### config.mk
export PLATFORM = sky130hd
export DESIGN_NAME = maze_game_ctrl
export DESIGN_NICKNAME = d
export VERILOG_FILES = /design/src/rtl/maze_game_ctrl.sv
export SDC_FILE = /design/constraint.sdc
export NUM_CORES = 1
export LEC_CHECK = 0
export ABC_CLOCK_PERIOD_IN_PS = 4950
export BUFFER_PORTS_ARGS = -buffer_cell sky130_fd_sc_hd__buf_2
export CAP_MARGIN = 20
export CELL_PAD_IN_SITES_DETAIL_PLACEMENT = 1
export CELL_PAD_IN_SITES_GLOBAL_PLACEMENT = 2
export CORE_MARGIN = 2
export CORE_UTILIZATION = 39
export DETAILED_ROUTE_END_ITERATION = 8
export HOLD_SLACK_MARGIN = 0.03
export PLACE_DENSITY = 0.84
export SLEW_MARGIN = 10
export SYNTH_ARGS = -nofsm -noshare
export SYNTH_HDL_FRONTEND = slang
export SYNTH_SLANG_ARGS = --single-unit
### constraint.sdc
create_clock -name clk -period 4.95 [get_ports clk]
set_input_delay 0.495 -clock clk [delete_from_list [all_inputs] [get_ports clk]]
set_output_delay 0.495 -clock clk [all_outputs]
set_load 0.01 [all_outputs]
### src/rtl/maze_game_ctrl.sv
// maze_game_ctrl: menu / map-preview / play controller for a hidden-wall maze.
// Each move reads one map ROM row and tests the target bit before committing.
module maze_game_ctrl #(
  parameter int MAP_W = 30,
  parameter int MAP_H = 21,
  parameter int SHOW_EASY = 100_000_000,
  parameter int SHOW_MED = 50_000_000,
  parameter int SHOW_HARD = 25_000_000,
  localparam int XW = $clog2(MAP_W),
  localparam int YW = $clog2(MAP_H)
) (
  input  logic             clk,
  input  logic             reset,
  input  logic [3:0]       btn,
  input  logic             btn_sel,
  output logic [YW-1:0]    map_addr,
  input  logic [MAP_W-1:0] map_row,
  output logic [XW-1:0]    player_x,
  output logic [YW-1:0]    player_y,
  output logic [2:0]       state,
  output logic [1:0]       difficulty,
  output logic             map_visible,
  output logic             lost,
  output logic             won
);

  typedef enum logic [2:0] {
    MENU = 3'd0,
    SHOW = 3'd1,
    PLAY = 3'd2,
    LOST = 3'd3,
    WON  = 3'd4
  } st_t;

  typedef enum logic [1:0] {
    IDLE,
    FETCH,
    CHECK
  } mv_t;

  localparam logic [XW-1:0] LAST_X = XW'(MAP_W - 1);
  localparam logic [YW-1:0] LAST_Y = YW'(MAP_H - 1);

  st_t st;
  mv_t mv;
  logic [31:0]   timer;
  logic [31:0]   show_len;
  logic [XW-1:0] tx, nx;
  logic [YW-1:0] ty, ny;
  logic          nok;

  assign state = st;

  always_comb begin
    show_len = 32'(SHOW_EASY);
    if (difficulty == 2'd1) show_len = 32'(SHOW_MED);
    if (difficulty == 2'd2) show_len = 32'(SHOW_HARD);
  end

  // Target cell with up > down > left > right priority and edge clipping
  always_comb begin
    nx = player_x;
    ny = player_y;
    nok = 1'b0;
    if (btn[0]) begin
      ny = player_y - YW'(1);
      nok = (player_y != '0);
    end else if (btn[1]) begin
      ny = player_y + YW'(1);
      nok = (player_y != LAST_Y);
    end else if (btn[2]) begin
      nx = player_x - XW'(1);
      nok = (player_x != '0);
    end else if (btn[3]) begin
      nx = player_x + XW'(1);
      nok = (player_x != LAST_X);
    end
  end

  always_ff @(posedge clk or negedge reset) begin
    if (!reset) begin
      st <= MENU;
      mv <= IDLE;
      difficulty <= 2'd0;
      player_x <= '0;
      player_y <= LAST_Y;
      map_addr <= LAST_Y;
      timer <= '0;
      tx <= '0;
      ty <= '0;
      map_visible <= 1'b0;
      lost <= 1'b0;
      won <= 1'b0;
    end else begin
      unique case (st)
        MENU: begin
          if (btn_sel) begin
            timer <= show_len;
            map_visible <= 1'b1;
            st <= SHOW;
          end else if (btn[2]) begin
            difficulty <= (difficulty == 2'd0) ? 2'd2
                        : difficulty - 2'd1;
          end else if (btn[3]) begin
            difficulty <= (difficulty == 2'd2) ? 2'd0
                        : difficulty + 2'd1;
          end
        end
        SHOW: begin
          if (btn_sel || timer == 32'd1) begin
            timer <= '0;
            map_visible <= 1'b0;
            st <= btn_sel ? MENU : PLAY;
          end else begin
            timer <= timer - 32'd1;
          end
        end
        PLAY: begin
          unique case (mv)
            IDLE: begin
              if (nok) begin
                tx <= nx;
                ty <= ny;
                map_addr <= ny;
                mv <= FETCH;
              end
            end
            FETCH: begin
              map_addr <= player_y;
              mv <= CHECK;
            end
            CHECK: begin
              mv <= IDLE;
              if (map_row[tx]) begin
                lost <= 1'b1;
                st <= LOST;
              end else begin
                player_x <= tx;
                player_y <= ty;
                map_addr <= ty;
                if (tx == LAST_X && ty == '0) begin
                  won <= 1'b1;
                  st <= WON;
                end
              end
            end
            default: mv <= IDLE;
          endcase
        end
        LOST, WON: begin
          if (btn_sel) begin
            st <= MENU;
            lost <= 1'b0;
            won <= 1'b0;
            player_x <= '0;
            player_y <= LAST_Y;
            map_addr <= LAST_Y;
          end
        end
        default: st <= MENU;
      endcase
    end
  end

endmodule
Yosys cells after proc, flatten, opt, wreduce, memory -nomap -nowiden. Cells that the tools add are included.

Add/subtract/negate cells: 7. Multipliers: 0. Divide/modulo/power cells: 0. Magnitude comparators: 1. Equality and inequality tests: 24. Shift operators: 0. Multiplexer cells: 53. Bitwise operators: 1. Reductions and logical operators: 22.

Operator list (count): 5-bit two-way mux (13); 32-bit two-way mux (2); 32-bit one-hot mux with 2 select lines (1); 27-bit two-way mux (2); 32-bit by 1-bit equality test with 1-bit output (second input constant) (1); 32-bit by 1-bit subtractor with 32-bit output (second input constant) (1); 5-bit one-hot mux with 2 select lines (3); 3-bit two-way mux (6); 2-bit inequality test (second input constant) (8); 5-bit one-hot mux with 3 select lines (1); 5-bit AND reduction (3); 1-bit two-way mux (13); 2-bit two-way mux (6); 3-bit one-hot mux with 4 select lines (1); 5-bit by 1-bit adder with 5-bit output (second input constant) (2); 5-bit inequality test (second input constant) (2); 5-bit nonzero test (2); 5-bit by 1-bit subtractor with 5-bit output (second input constant) (2); 3-bit inequality test (second input constant) (3); 3-bit AND reduction (3); 4-bit AND reduction (2); 3-bit by 2-bit equality test with 1-bit output (second input constant) (2); 5-bit by 6-bit < comparator with 1-bit output (second input constant) (1); 1-bit one-hot mux with 2 select lines (3); other kinds (19) (25).

Register bits after elaboration: 67. Latch bits: 0. Bits in writable memories: 0. ROM bits: 0. Input port bits: 37. Output and inout bits: 23. Logic and storage cells: 120. Memories kept: 0.

Longest topological paths before layout.
Depth after elaboration: 8. Mapped depth: 11.

Worst setup path after synthesis. OpenSTA, ideal clock, no wires.

Path type: flip-flop to flip-flop. Start point: register player_x[0]. End point: register map_addr[0]. Arrival: 2.351 ns. Data required time: 4.823 ns. Setup slack: 2.472 ns. Stages on the path, launching flop included: 10. Buffers on the path: 1. Path through: dfrtp_1 -> inv_1 -> ha_1 -> or4b_2 -> a221o_1 -> nand2_1 -> a31oi_1 -> a21bo_2 -> buf_4 -> mux2_1.

Longest elaborated chain between the ends: 7. Elaborated cells between the ends (all ways): 8. Classes of those cells: eq/ne (2); mux (4); reduce/logical (2).

RTL lines: from (decl) (RTL line 18) `output logic [XW-1:0] player_x,`; from (signal assigned) (RTL line 138) `player_x <= tx;`; 5-bit inequality test (RTL line 76) `nok = (player_x != LAST_X);`; 1-bit two-way mux (RTL line 74) `end else if (btn[3]) begin`; 1-bit two-way mux (*) (RTL line 71) `end else if (btn[2]) begin`; 1-bit two-way mux (*) (RTL line 68) `end else if (btn[1]) begin`; 1-bit two-way mux (*) (RTL line 65) `if (btn[0]) begin`; 3-bit inequality test (no line) (*); 5-bit AND reduction (no line) (*); to (signal assigned) (RTL line 124) `map_addr <= ny;`; to (signal assigned) (RTL line 129) `map_addr <= player_y;`; to (signal assigned) (RTL line 140) `map_addr <= ty;`; to (decl) (RTL line 16) `output logic [YW-1:0] map_addr,`.

Mark *: on every way between the ends. The rest lies on a longest branch, timed or not. A chain may end at the register's enable or synchronous reset.

Worst setup path in the final report.
Start point: register timer[1]. End point: register timer[24].

Longest elaborated chain between the ends: 4. Elaborated cells between the ends (all ways): 5. Classes of those cells: add/sub (1); eq/ne (1); mux (2); reduce/logical (1).

RTL lines: from (decl) (RTL line 46) `logic [31:0] timer;`; from (signal assigned) (RTL line 98) `timer <= show_len;`; from (signal assigned) (RTL line 115) `timer <= timer - 32'd1;`; branches (longest 2 deep; another with 32-bit by 1-bit subtractor with 32-bit output); 32-bit two-way mux (*) (RTL line 110) `if (btn_sel || timer == 32'd1) begin`; 32-bit one-hot mux with 2 select lines (*) (RTL line 95) `unique case (st)`.

Mark *: on every way between the ends.

==> results.sh <==
export IMPL_fin_util_pct=46.0
export IMPL_status="completed"
export IMPL_coreArea_sq_mm=0.0109
export IMPL_cts_root_buf="clkbuf_16"
export IMPL_overflow=0
export IMPL_synthFlopType="dfrtp_1"
export IMPL_worstSetupPathType="reg2reg"
export IMPL_viasPerCell=5.90
export IMPL_wl_met1_mm=5.72
export IMPL_ios=60
export IMPL_top_layer="met4"
export IMPL_postCtsSetupRepairBufs=0
export IMPL_numCtsBuffers=9
export IMPL_swShare_pct=45.3
export IMPL_area_growth_pct=14.1
export IMPL_grtUsageTotal_pct=22.5
export IMPL_cp_start_kind="flip-flop"
export IMPL_finalHoldViolCount=0
export IMPL_switching_power_uw=1510
export IMPL_drt_wl_total_mm=12.8
export IMPL_final_layout_size_suffix_gt1_share_pct=20.1
export IMPL_wl_met3_um=540
export IMPL_fin_crit_sh_pct=67.6
export IMPL_dieWidth_um=110
export IMPL_globalplace_congestion=0.813
export IMPL_cp_required_ps=5180
export IMPL_synth_edf_count=0
export IMPL_hold_buffers=0
export IMPL_ys_seq_area_share_pct=38.1
export IMPL_ys_warn_count=0
export IMPL_rows=38
export IMPL_report_final_slew_viol_count=0
export IMPL_cts_buffer_depth=2
export IMPL_die_area_sq_mm=0.0122
export IMPL_path_clk_slew_ps=60
export IMPL_grt_pass1_vias=4068
export IMPL_endpoint_kind="flip-flop"
export IMPL_syn_area_sq_mm=0.00441
export IMPL_clock_fmax_mhz=299
export IMPL_cellPowerDensity_mw_per_mm2=664
export IMPL_reg2reg_depth=8
export IMPL_finalInstanceArea_sq_mm=0.00503
export IMPL_vdd_drop_max_uv=238
export IMPL_vias=3971
export IMPL_ys_ff_latch=67
export IMPL_fin_skew_ps=8.61
export IMPL_synth_cell_types=73
export IMPL_p_leak_uw=0.00225
export IMPL_rsz0062_at_grt="false"
export IMPL_reg2reg_from="timer[1]$_DFFE_PN0P_"
export IMPL_cts_max_level=3
export IMPL_grt_max_degree=68
export IMPL_postSynthAreaPerCell_sq_um=9.18
export IMPL_worstMarginPinSlew_ps=898
export IMPL_ant_nets=0
export IMPL_fin_crit_ps=3350
export IMPL_max_stage_delay_ps=600
export IMPL_path_depth=8
export IMPL_antenna_found_initial=0
export IMPL_dr_pass1_iters=4
export IMPL_hold_class="in2async"
export IMPL_crit_slowest_cell="or4b_2"
export IMPL_crit_family="simple AND/OR/NAND/NOR gates"
export IMPL_relSlewSlack_pct=40.1
export IMPL_nets=580
export IMPL_async_reset_ff_share_pct=100
export IMPL_first_iter_violations=187
export IMPL_cp_startpoint="timer[1]$_DFFE_PN0P_"
export IMPL_antenna_cells=0
export IMPL_fp_dieH_um=110
export IMPL_port_buffer_count=59
export IMPL_placedInstanceArea_sq_mm=0.00475
export IMPL_clk_insertion_delay_late_ps=350
export IMPL_pwr_share_seq_pct=32.7
export IMPL_drc=0
export IMPL_syn_num_nets=532
export IMPL_grt_pass1_wl_mm=20.9
export IMPL_synth_cells=480
export IMPL_setup_tns_ps=0
export IMPL_path_cells="inv_1, ha_1, or4b_2, nor4_1, and4_1, or2_1, o21ai_0, a221o_1"
export IMPL_pwr_share_comb_pct=48.9
export IMPL_power_frac_clock_pct=18.4
export IMPL_cts_sinks=67
export IMPL_p_int_uw=1830
export IMPL_wl_per_cell_um=19.1
export IMPL_crit_fanout=18
export IMPL_path_buf_inv=1
export IMPL_arrival_ps=3570
export IMPL_setup_violations=0
export IMPL_cap_violations=0
export IMPL_wl_met2_mm=6.38
export IMPL_initial_utilization_pct=40.3
export IMPL_cts_resized=0
export IMPL_dp_hpwl_mm=9.01
export IMPL_cts_tree="built"
## per-stage QoR
stage	worst slack (ps)	cells	hold WS [ps]	power (uW)
after floorplan	2470	480	199	2240
after CTS	1680	673	408	3360
final	1600	673	350	3340
after global placement	1820	657	473	2670
after global routing	1390	673	449	3610
after detailed placement	1690	657	480	2720
## area by class of cell
class,instances,area [sq um]
Fill cell,1305,5910
Timing Repair Buffer,63,325
Clock buffer,11,253
Sequential cell,67,1680
Clock inverter,5,27.5
Tap cell,140,175
Multi-Input combinational cell,361,2470
Inverter,26,97.6
## worst register-to-register path: cells and delay by family (launching register included)
| kind | cells | cell delay [ps] |
|---|---|---|
| simple gates | 4 | 2040 |
| compound gates | 2 | 560 |
| flops | 1 | 380 |
| buf+inv | 1 | 110 |
| fa+ha+maj | 1 | 150 |
## cell families (layout without fill, tap and decap cells)
group | Yosys count | after routing | share of synthesized area (%)
flip-flops | 67 | 67 | 38.1
AND/OR/NAND/NOR | 172 | 172 | 20.4
buffers and inverters | 52 | 105 | 5.82
AO/OA/AOI/OAI | 127 | 127 | 18.8
adder cells (fa/ha/maj) | 15 | 15 | 4.26
XOR/XNOR | 12 | 12 | 2.38
multiplexers | 35 | 35 | 10.2
## path summary, 6_finish.rpt
kind                                                end  slack [ps]
worst max register to register    timer[24]$_DFFE_PN0P_        1600
max in group asynchronous          state[0]$_DFFE_PN0P_        4000
worst max-delay path              timer[24]$_DFFE_PN0P_        1600
worst min-delay path              timer[30]$_DFFE_PN0P_         350
worst min register to register  map_addr[0]$_DFFE_PN0P_         490
min in group clk                map_addr[0]$_DFFE_PN0P_         490
## routing by layer
layer	vias to the layer above	GRT usage (%)
li1	1874	-
met1	2005	28.4
met2	80	38.8
met3	12	4.82
met4	0	6.79
met5	-	0
## sequential cells by signal, indices dropped and copies added (netlist names), 2 cells and up
signal      flops
difficulty      2
map_addr        5
mv              2
player_x        5
player_y        5
state           3
timer          32
tx              5
ty              5
## power groups by stage
stage                     combinational, uW  sequential (uW)  clock (uW)
after floorplan                        1230             1000           0
after global placement                 1590             1080           0
after detailed placement               1630             1100           0
after CTS                              1640             1090         627
after global routing                   1820             1140         649
final                                  1630             1090         614
## cell usage after synthesis (all sizes together) (3+ instances only)
master | count | area, sq um
buf | 13 | 110
o21ai | 36 | 180
dfstp | 4 | 105
nor2b | 5 | 31.3
mux2 | 9 | 101
ha | 15 | 188
nor2 | 45 | 176
xor2 | 4 | 35.0
o21a | 3 | 22.5
o41ai | 3 | 26.3
nand2b | 5 | 31.3
a21oi | 27 | 135
nand3 | 7 | 35.0
nand2 | 42 | 158
a21o | 3 | 22.5
nor4b | 3 | 41.3
a22oi | 5 | 37.5
o211ai | 5 | 37.5
xnor2 | 8 | 70.1
mux2i | 19 | 190
mux4 | 7 | 158
or3 | 9 | 56.3
nor4 | 9 | 62.6
a31oi | 11 | 68.8
inv | 26 | 97.6
dfrtp | 63 | 1580
nor3 | 22 | 115
nand4 | 4 | 25.0
o22ai | 3 | 18.8
or4 | 7 | 56.3
clkbuf | 13 | 48.8
a221o | 5 | 50.1
## placed cells by master (no fill, tap or decap), types with 9 or more instances in the layout
cell	count
a21oi_1	27
a31oi_1	11
buf_2	59
clkbuf_16	9
dfrtp_1	63
ha_1	15
inv_1	26
mux2i_1	19
nand2_1	42
nor2_1	44
nor3_1	21
o21ai_0	34
or3_1	9
Note: power is estimated with default switching activity, not from simulation.
